[src/rtl/seg7_pkg.sv]
// ------------------------------------------------------------------
// seg7_pkg: glyph table and segment constants for 7-segment drivers
// Rev 1.0
// ------------------------------------------------------------------
`default_nettype none

package seg7_pkg;

  localparam int unsigned SEG_A  = 0;
  localparam int unsigned SEG_B  = 1;
  localparam int unsigned SEG_C  = 2;
  localparam int unsigned SEG_D  = 3;
  localparam int unsigned SEG_E  = 4;
  localparam int unsigned SEG_F  = 5;
  localparam int unsigned SEG_G  = 6;
  localparam int unsigned SEG_DP = 7;

  localparam logic [7:0] SEG_BLANK = 8'hFF;

  // Active-low {g,f,e,d,c,b,a}, indexed by hex value 0..F.
  localparam logic [6:0] GLYPH_TABLE [16] = '{
    7'h40, 7'h79, 7'h24, 7'h30, 7'h19, 7'h12, 7'h02, 7'h78,
    7'h00, 7'h10, 7'h08, 7'h03, 7'h46, 7'h21, 7'h06, 7'h0E
  };

endpackage

`default_nettype wire

[src/rtl/seg7_hex_decode.sv]
// ------------------------------------------------------------------
// seg7_hex_decode: 4-bit hex nibble to active-low 7-segment glyph
// Rev 1.0
// ------------------------------------------------------------------
`default_nettype none

module seg7_hex_decode (
  input  logic [3:0] nibble_i,
  output logic [6:0] glyph_o
);

  import seg7_pkg::*;

  assign glyph_o = GLYPH_TABLE[nibble_i];

endmodule

`default_nettype wire

[src/rtl/seg7_scan_driver.sv]
// ------------------------------------------------------------------
// seg7_scan_driver: time-multiplexed common-anode 7-segment scanner
// Rev 1.0
// ------------------------------------------------------------------
`default_nettype none

module seg7_scan_driver #(
  parameter int unsigned NUM_DIGITS   = 8,
  parameter int unsigned REFRESH_DIV  = 100000,
  parameter int unsigned BLANK_CYCLES = 1000
) (
  input  logic                      clk,
  input  logic                      rst_n,
  input  logic                      load_i,
  input  logic [4*NUM_DIGITS-1:0]   data_in_i,
  input  logic [NUM_DIGITS-1:0]     dp_in_i,
  input  logic [NUM_DIGITS-1:0]     digit_en_i,
  output logic [7:0]                segments_o,
  output logic [NUM_DIGITS-1:0]     an_o
);

  import seg7_pkg::*;

  localparam int unsigned CNT_W = (REFRESH_DIV > 1) ? $clog2(REFRESH_DIV) : 1;
  localparam int unsigned IDX_W = (NUM_DIGITS > 1) ? $clog2(NUM_DIGITS) : 1;

  localparam logic [CNT_W-1:0] CNT_LAST  = CNT_W'(REFRESH_DIV - 1);
  localparam logic [CNT_W-1:0] BLANK_END = CNT_W'(BLANK_CYCLES);
  localparam logic [IDX_W-1:0] IDX_LAST  = IDX_W'(NUM_DIGITS - 1);

  if (NUM_DIGITS < 1 || NUM_DIGITS > 16) begin : g_bad_num_digits
    $fatal(1, "seg7_scan_driver: NUM_DIGITS must be in 1..16");
  end

  if (REFRESH_DIV < BLANK_CYCLES + 1) begin : g_bad_refresh_div
    $fatal(1, "seg7_scan_driver: REFRESH_DIV must be at least BLANK_CYCLES+1");
  end

  logic [4*NUM_DIGITS-1:0] data_q;
  logic [NUM_DIGITS-1:0]   dp_q;
  logic [NUM_DIGITS-1:0]   en_q;

  logic [CNT_W-1:0]        cnt_q, cnt_d;
  logic [IDX_W-1:0]        idx_q, idx_d;

  logic [7:0]              seg_q, seg_d;
  logic [NUM_DIGITS-1:0]   an_q, an_d;

  logic [3:0]              cur_nibble;
  logic [6:0]              cur_glyph;
  logic                    slot_wrap;
  logic                    slot_active;
  logic [NUM_DIGITS-1:0]   an_sel;

  assign cur_nibble = data_q[{idx_q, 2'b00} +: 4];

  seg7_hex_decode u_hex_decode (
    .nibble_i (cur_nibble),
    .glyph_o  (cur_glyph)
  );

  always_comb begin
    slot_wrap = (cnt_q == CNT_LAST);
    cnt_d     = slot_wrap ? '0 : cnt_q + 1'b1;
    idx_d     = idx_q;
    if (slot_wrap) begin
      idx_d = (idx_q == IDX_LAST) ? '0 : idx_q + 1'b1;
    end
  end

  // Outputs reflect the slot state of this cycle, so they lag cnt/idx by one edge.
  always_comb begin
    slot_active    = (cnt_q >= BLANK_END) && en_q[idx_q];
    an_sel         = '0;
    an_sel[idx_q]  = 1'b1;
    an_d           = '1;
    seg_d          = SEG_BLANK;
    if (slot_active) begin
      an_d           = ~an_sel;
      seg_d[6:0]     = cur_glyph;
      seg_d[SEG_DP]  = ~dp_q[idx_q];
    end
  end

  always_ff @(posedge clk or negedge rst_n) begin
    if (!rst_n) begin
      data_q <= '0;
      dp_q   <= '0;
      en_q   <= '0;
    end else if (load_i) begin
      data_q <= data_in_i;
      dp_q   <= dp_in_i;
      en_q   <= digit_en_i;
    end
  end

  always_ff @(posedge clk or negedge rst_n) begin
    if (!rst_n) begin
      cnt_q <= '0;
      idx_q <= '0;
      seg_q <= SEG_BLANK;
      an_q  <= '1;
    end else begin
      cnt_q <= cnt_d;
      idx_q <= idx_d;
      seg_q <= seg_d;
      an_q  <= an_d;
    end
  end

  assign segments_o = seg_q;
  assign an_o       = an_q;

endmodule

`default_nettype wire

[config.mk]
export PLATFORM = sky130hd
export DESIGN_NAME = seg7_scan_driver
export DESIGN_NICKNAME = d
export VERILOG_FILES = /design/src/rtl/seg7_pkg.sv /design/src/rtl/seg7_hex_decode.sv /design/src/rtl/seg7_scan_driver.sv
export SDC_FILE = /design/constraint.sdc
export NUM_CORES = 1
export LEC_CHECK = 0
export BUFFER_PORTS_ARGS = -buffer_cell sky130_fd_sc_hd__buf_2
export CAP_MARGIN = 20
export CORE_AREA = 4 4 87 89
export CTS_CLUSTER_DIAMETER = 40
export CTS_CLUSTER_SIZE = 8
export DETAILED_ROUTE_END_ITERATION = 7
export DIE_AREA = 0 0 91 93
export HOLD_SLACK_MARGIN = 0.1
export PLACE_DENSITY_LB_ADDON = 0.15
export SLEW_MARGIN = 10
export SYNTH_ARGS = -nofsm -noshare
export SYNTH_HDL_FRONTEND = slang
export SYNTH_HIERARCHICAL = 1
export SYNTH_SLANG_ARGS = --single-unit
[constraint.sdc]
create_clock -name clk -period 4.6 [get_ports clk]
set_input_delay 1.38 -clock clk [delete_from_list [all_inputs] [get_ports clk]]
set_output_delay 1.38 -clock clk [all_outputs]
set_load 0.02 [all_outputs]
==> results_dict.tcl <==
set metrics [dict create \
    setup_viol 0 \
    fillers 535 \
    layout_min_cycle_time_ns 3.14 \
    ant_nets 0 \
    min_path_cells 1 \
    initial_core_util_pct 58.8 \
    r2r_cells 8 \
    ys_seq_area_share_pct 53.4 \
    numCtsBuffers 9 \
    synth_cell_type_count 50 \
    layout-drive-gt1-share_pct 42.0 \
    clock_latency_ns 0.35 \
    nets 440 \
    worst_slew_pin_slew_ns 1.07 \
    outcome "finished, final reports clean" \
    fin_crit_sh_pct 68.2 \
    io_buffers 66 \
    vias 2661 \
    synthCells 314 \
    cp_cell_sequence "inv_1 > o32ai_1 > a211o_1 > inv_1 > ha_1 > inv_1 > mux4_1 > or3_1" \
    grt_pass1_vias 2703 \
    path_buf_inv 3 \
    path_class "reg -> reg" \
    grt_max_degree 85 \
    core_area_um2 6760 \
    r2r_slack_ns 1.46 \
    worst_slack_ns 1.46 \
    cts-resized-gates 0 \
    max-slew-margin-rel_pct 28.5 \
    die-area_um2 8460 \
    reg2reg_to "segments_o[3]$_DFF_PN1_" \
    cts.sinks 84 \
    leakagePower_nw 1.96 \
    h-tree-depth 3 \
    diodes 0 \
    synth_fp_nets 376 \
    hp-class "reg -> reg" \
    max_cap_violations 0 \
    die_x_um 91 \
    final_cell_count_no_fill 463 \
    cts-root-buf "clkbuf_8" \
    clock_skew_ns 0.0121 \
    first_iter_violations 101 \
    crit_arrival_ns 3.40 \
    yosys_warnings 6 \
    dp_slack_ns 1.48 \
    wl_per_cell_um 16.4 \
    final_common_cell "dfrtp_1" \
    dp_hpwl_um 5380 \
    worstHoldEndpoint "data_q[27]$_DFFE_PN0P_" \
    crit_path_start_kind "register" \
    final_cell_mix "68 x dfrtp_1, 65 x buf_2, 51 x mux2_2" \
    tns_ns 0 \
    critPathTopFamily "flip-flops" \
    finalPower_mw 1.44 \
    critPathMaxFanout 19 \
    rows 30 \
    syn2layout_area_growth_pct 14.5 \
    rsz0062_at_grt "no" \
    slowest_stage "dfrtp_1" \
    finalHoldViolations 0 \
    routed_via_density 5.75 \
    place.gp.congestion 0.882 \
    min_from "data_q[27]$_DFFE_PN0P_" \
    p_per_area_nw_per_um2 318 \
    die_h_um 93 \
    drv_slew 0 \
    grt_first_pass_wirelength_um 13100 \
    clockBufferDepth 2 \
    crit_required_ns 4.86 \
    grt_usage_pct 19.4 \
    cts_tree "done" \
    end_kind "register" \
    drt-total-wl_um 7610 \
    vdd_drop_max_mv 0.159 \
    max_freq_mhz 319 \
    slowest_delay_ns 0.85 \
    synth-seq-cells 84 \
    dr.pass1.iters 4 \
    grt.overflow.total 0 \
    boundaryPins 67 \
    cts_setup_buffers 0 \
    drc 0 \
    path_clk_slew_ns 0.09 \
    avgSynthCellArea_um2 12.7 \
    cts_hold_buf 0 \
    syn_area_um2 3970 \
    dpl.cell_count 446 \
    antenna_found_initial 0 \
    timing.rr.start "idx_q[0]$_DFFE_PN0N_" \
    crit_top_cell "inv_1" \
]
synth_stat cells, drive strengths merged:
cell type | number | area share, %
dfstp | 16 | 11
xor2 | 4 | 0.88
mux4 | 6 | 3.5
a211oi | 1 | 0.19
nor4 | 2 | 0.47
a32oi | 1 | 0.22
and2 | 2 | 0.31
xnor2 | 8 | 1.8
nor2b | 3 | 0.47
o22a | 1 | 0.22
nand3b | 1 | 0.19
and4 | 3 | 0.66
dfrtp | 68 | 43
and3 | 1 | 0.16
clkbuf | 3 | 0.28
a21oi | 5 | 0.63
nor4bb | 1 | 0.25
o211ai | 3 | 0.69
ha | 11 | 3.5
o221ai | 1 | 0.22
a31oi | 1 | 0.16
nand2b | 2 | 0.31
a22oi | 1 | 0.19
nand3 | 13 | 1.6
nor2 | 10 | 0.94
nand4 | 8 | 1.4
a32o | 1 | 0.25
nor3 | 5 | 0.63
buf | 11 | 1.5
and4b | 1 | 0.25
inv | 9 | 0.85
a211o | 1 | 0.22
o32ai | 1 | 0.22
mux2 | 52 | 15
or3 | 16 | 2.6
mux2i | 11 | 2.8
nand2 | 18 | 1.7
o21ai | 10 | 1.3
or4 | 2 | 0.38
flip-flops by register name, indices dropped and copies added, names as in the netlist:
register / cells
data_q: 32
cnt_q: 17
segments_o: 8
dp_q: 8
idx_q: 3
en_q: 8
an_o: 8
cell type report:
| class | instances | area [um2] | share of cell area [%] |
|---|---|---|---|
| flip-flops and latches | 84 | 2120 | 46.7 |
| multi-input cells | 207 | 1750 | 38.4 |
| repair buffers | 67 | 360 | 7.93 |
| clock buffers | 10 | 138 | 3.03 |
| well taps | 80 | 100 | 2.20 |
| clock inverters | 6 | 47.5 | 1.05 |
| inverters | 9 | 33.8 | 0.743 |
per-stage QoR:
step	hold slack (ns)	instance area (um2)	utilization [%]
after floorplan	0.455	3970	-
after detailed placement	0.495	4330	64.1
after CTS	0.516	4520	66.9
after global placement	0.489	4330	64.1
final	0.511	4550	67.3
after global routing	0.532	4550	67.3
kinds of logic after synthesis:
logic type	count (synthesis)	synth area share [%]
buffers and inverters	23	2.65
XOR/XNOR	12	2.65
AND/OR/NAND/NOR	88	12.3
AO/OA/AOI/OAI	27	4.47
adder cells (fa/ha/maj)	11	3.46
flip-flops	84	53.4
multiplexers	69	21.0
how the worst max path moves through the flow:
stage | start | to | slack, ns | cells past startpoint
finish | idx_q[0]$_DFFE_PN0N_ | segments_o[3]$_DFF_PN1_ | 1.46 | 8
global route | idx_q[0]$_DFFE_PN0N_ | segments_o[3]$_DFF_PN1_ | 1.23 | 8
CTS | idx_q[0]$_DFFE_PN0N_ | segments_o[3]$_DFF_PN1_ | 1.44 | 8
detailed placement | idx_q[0]$_DFFE_PN0N_ | segments_o[3]$_DFF_PN1_ | 1.48 | 8
global placement | idx_q[0]$_DFFE_PN0N_ | segments_o[3]$_DFF_PN1_ | 1.62 | 8
floorplan | idx_q[0]$_DFFE_PN0N_ | segments_o[3]$_DFF_PN1_ | 1.92 | 9
routing by layer:
metal	vias to the layer above	share of wire, %	global-route usage [%]
met4	0	0.91	6.41
met1	1325	48	28.0
li1	1268	-	-
met5	-	0	0
met2	63	47	29.8
met3	5	4.6	3.78
power by group:
group | leakage, nW | switching [mW] | internal [mW] | total (mW)
Sequential | 0.995 | 0.0262 | 0.781 | 0.807
Combinational | 0.870 | 0.0665 | 0.0842 | 0.151
Clock | 0.0933 | 0.271 | 0.216 | 0.487
Total | 1.96 | 0.364 | 1.08 | 1.44
(Power assumes the default switching activity.)
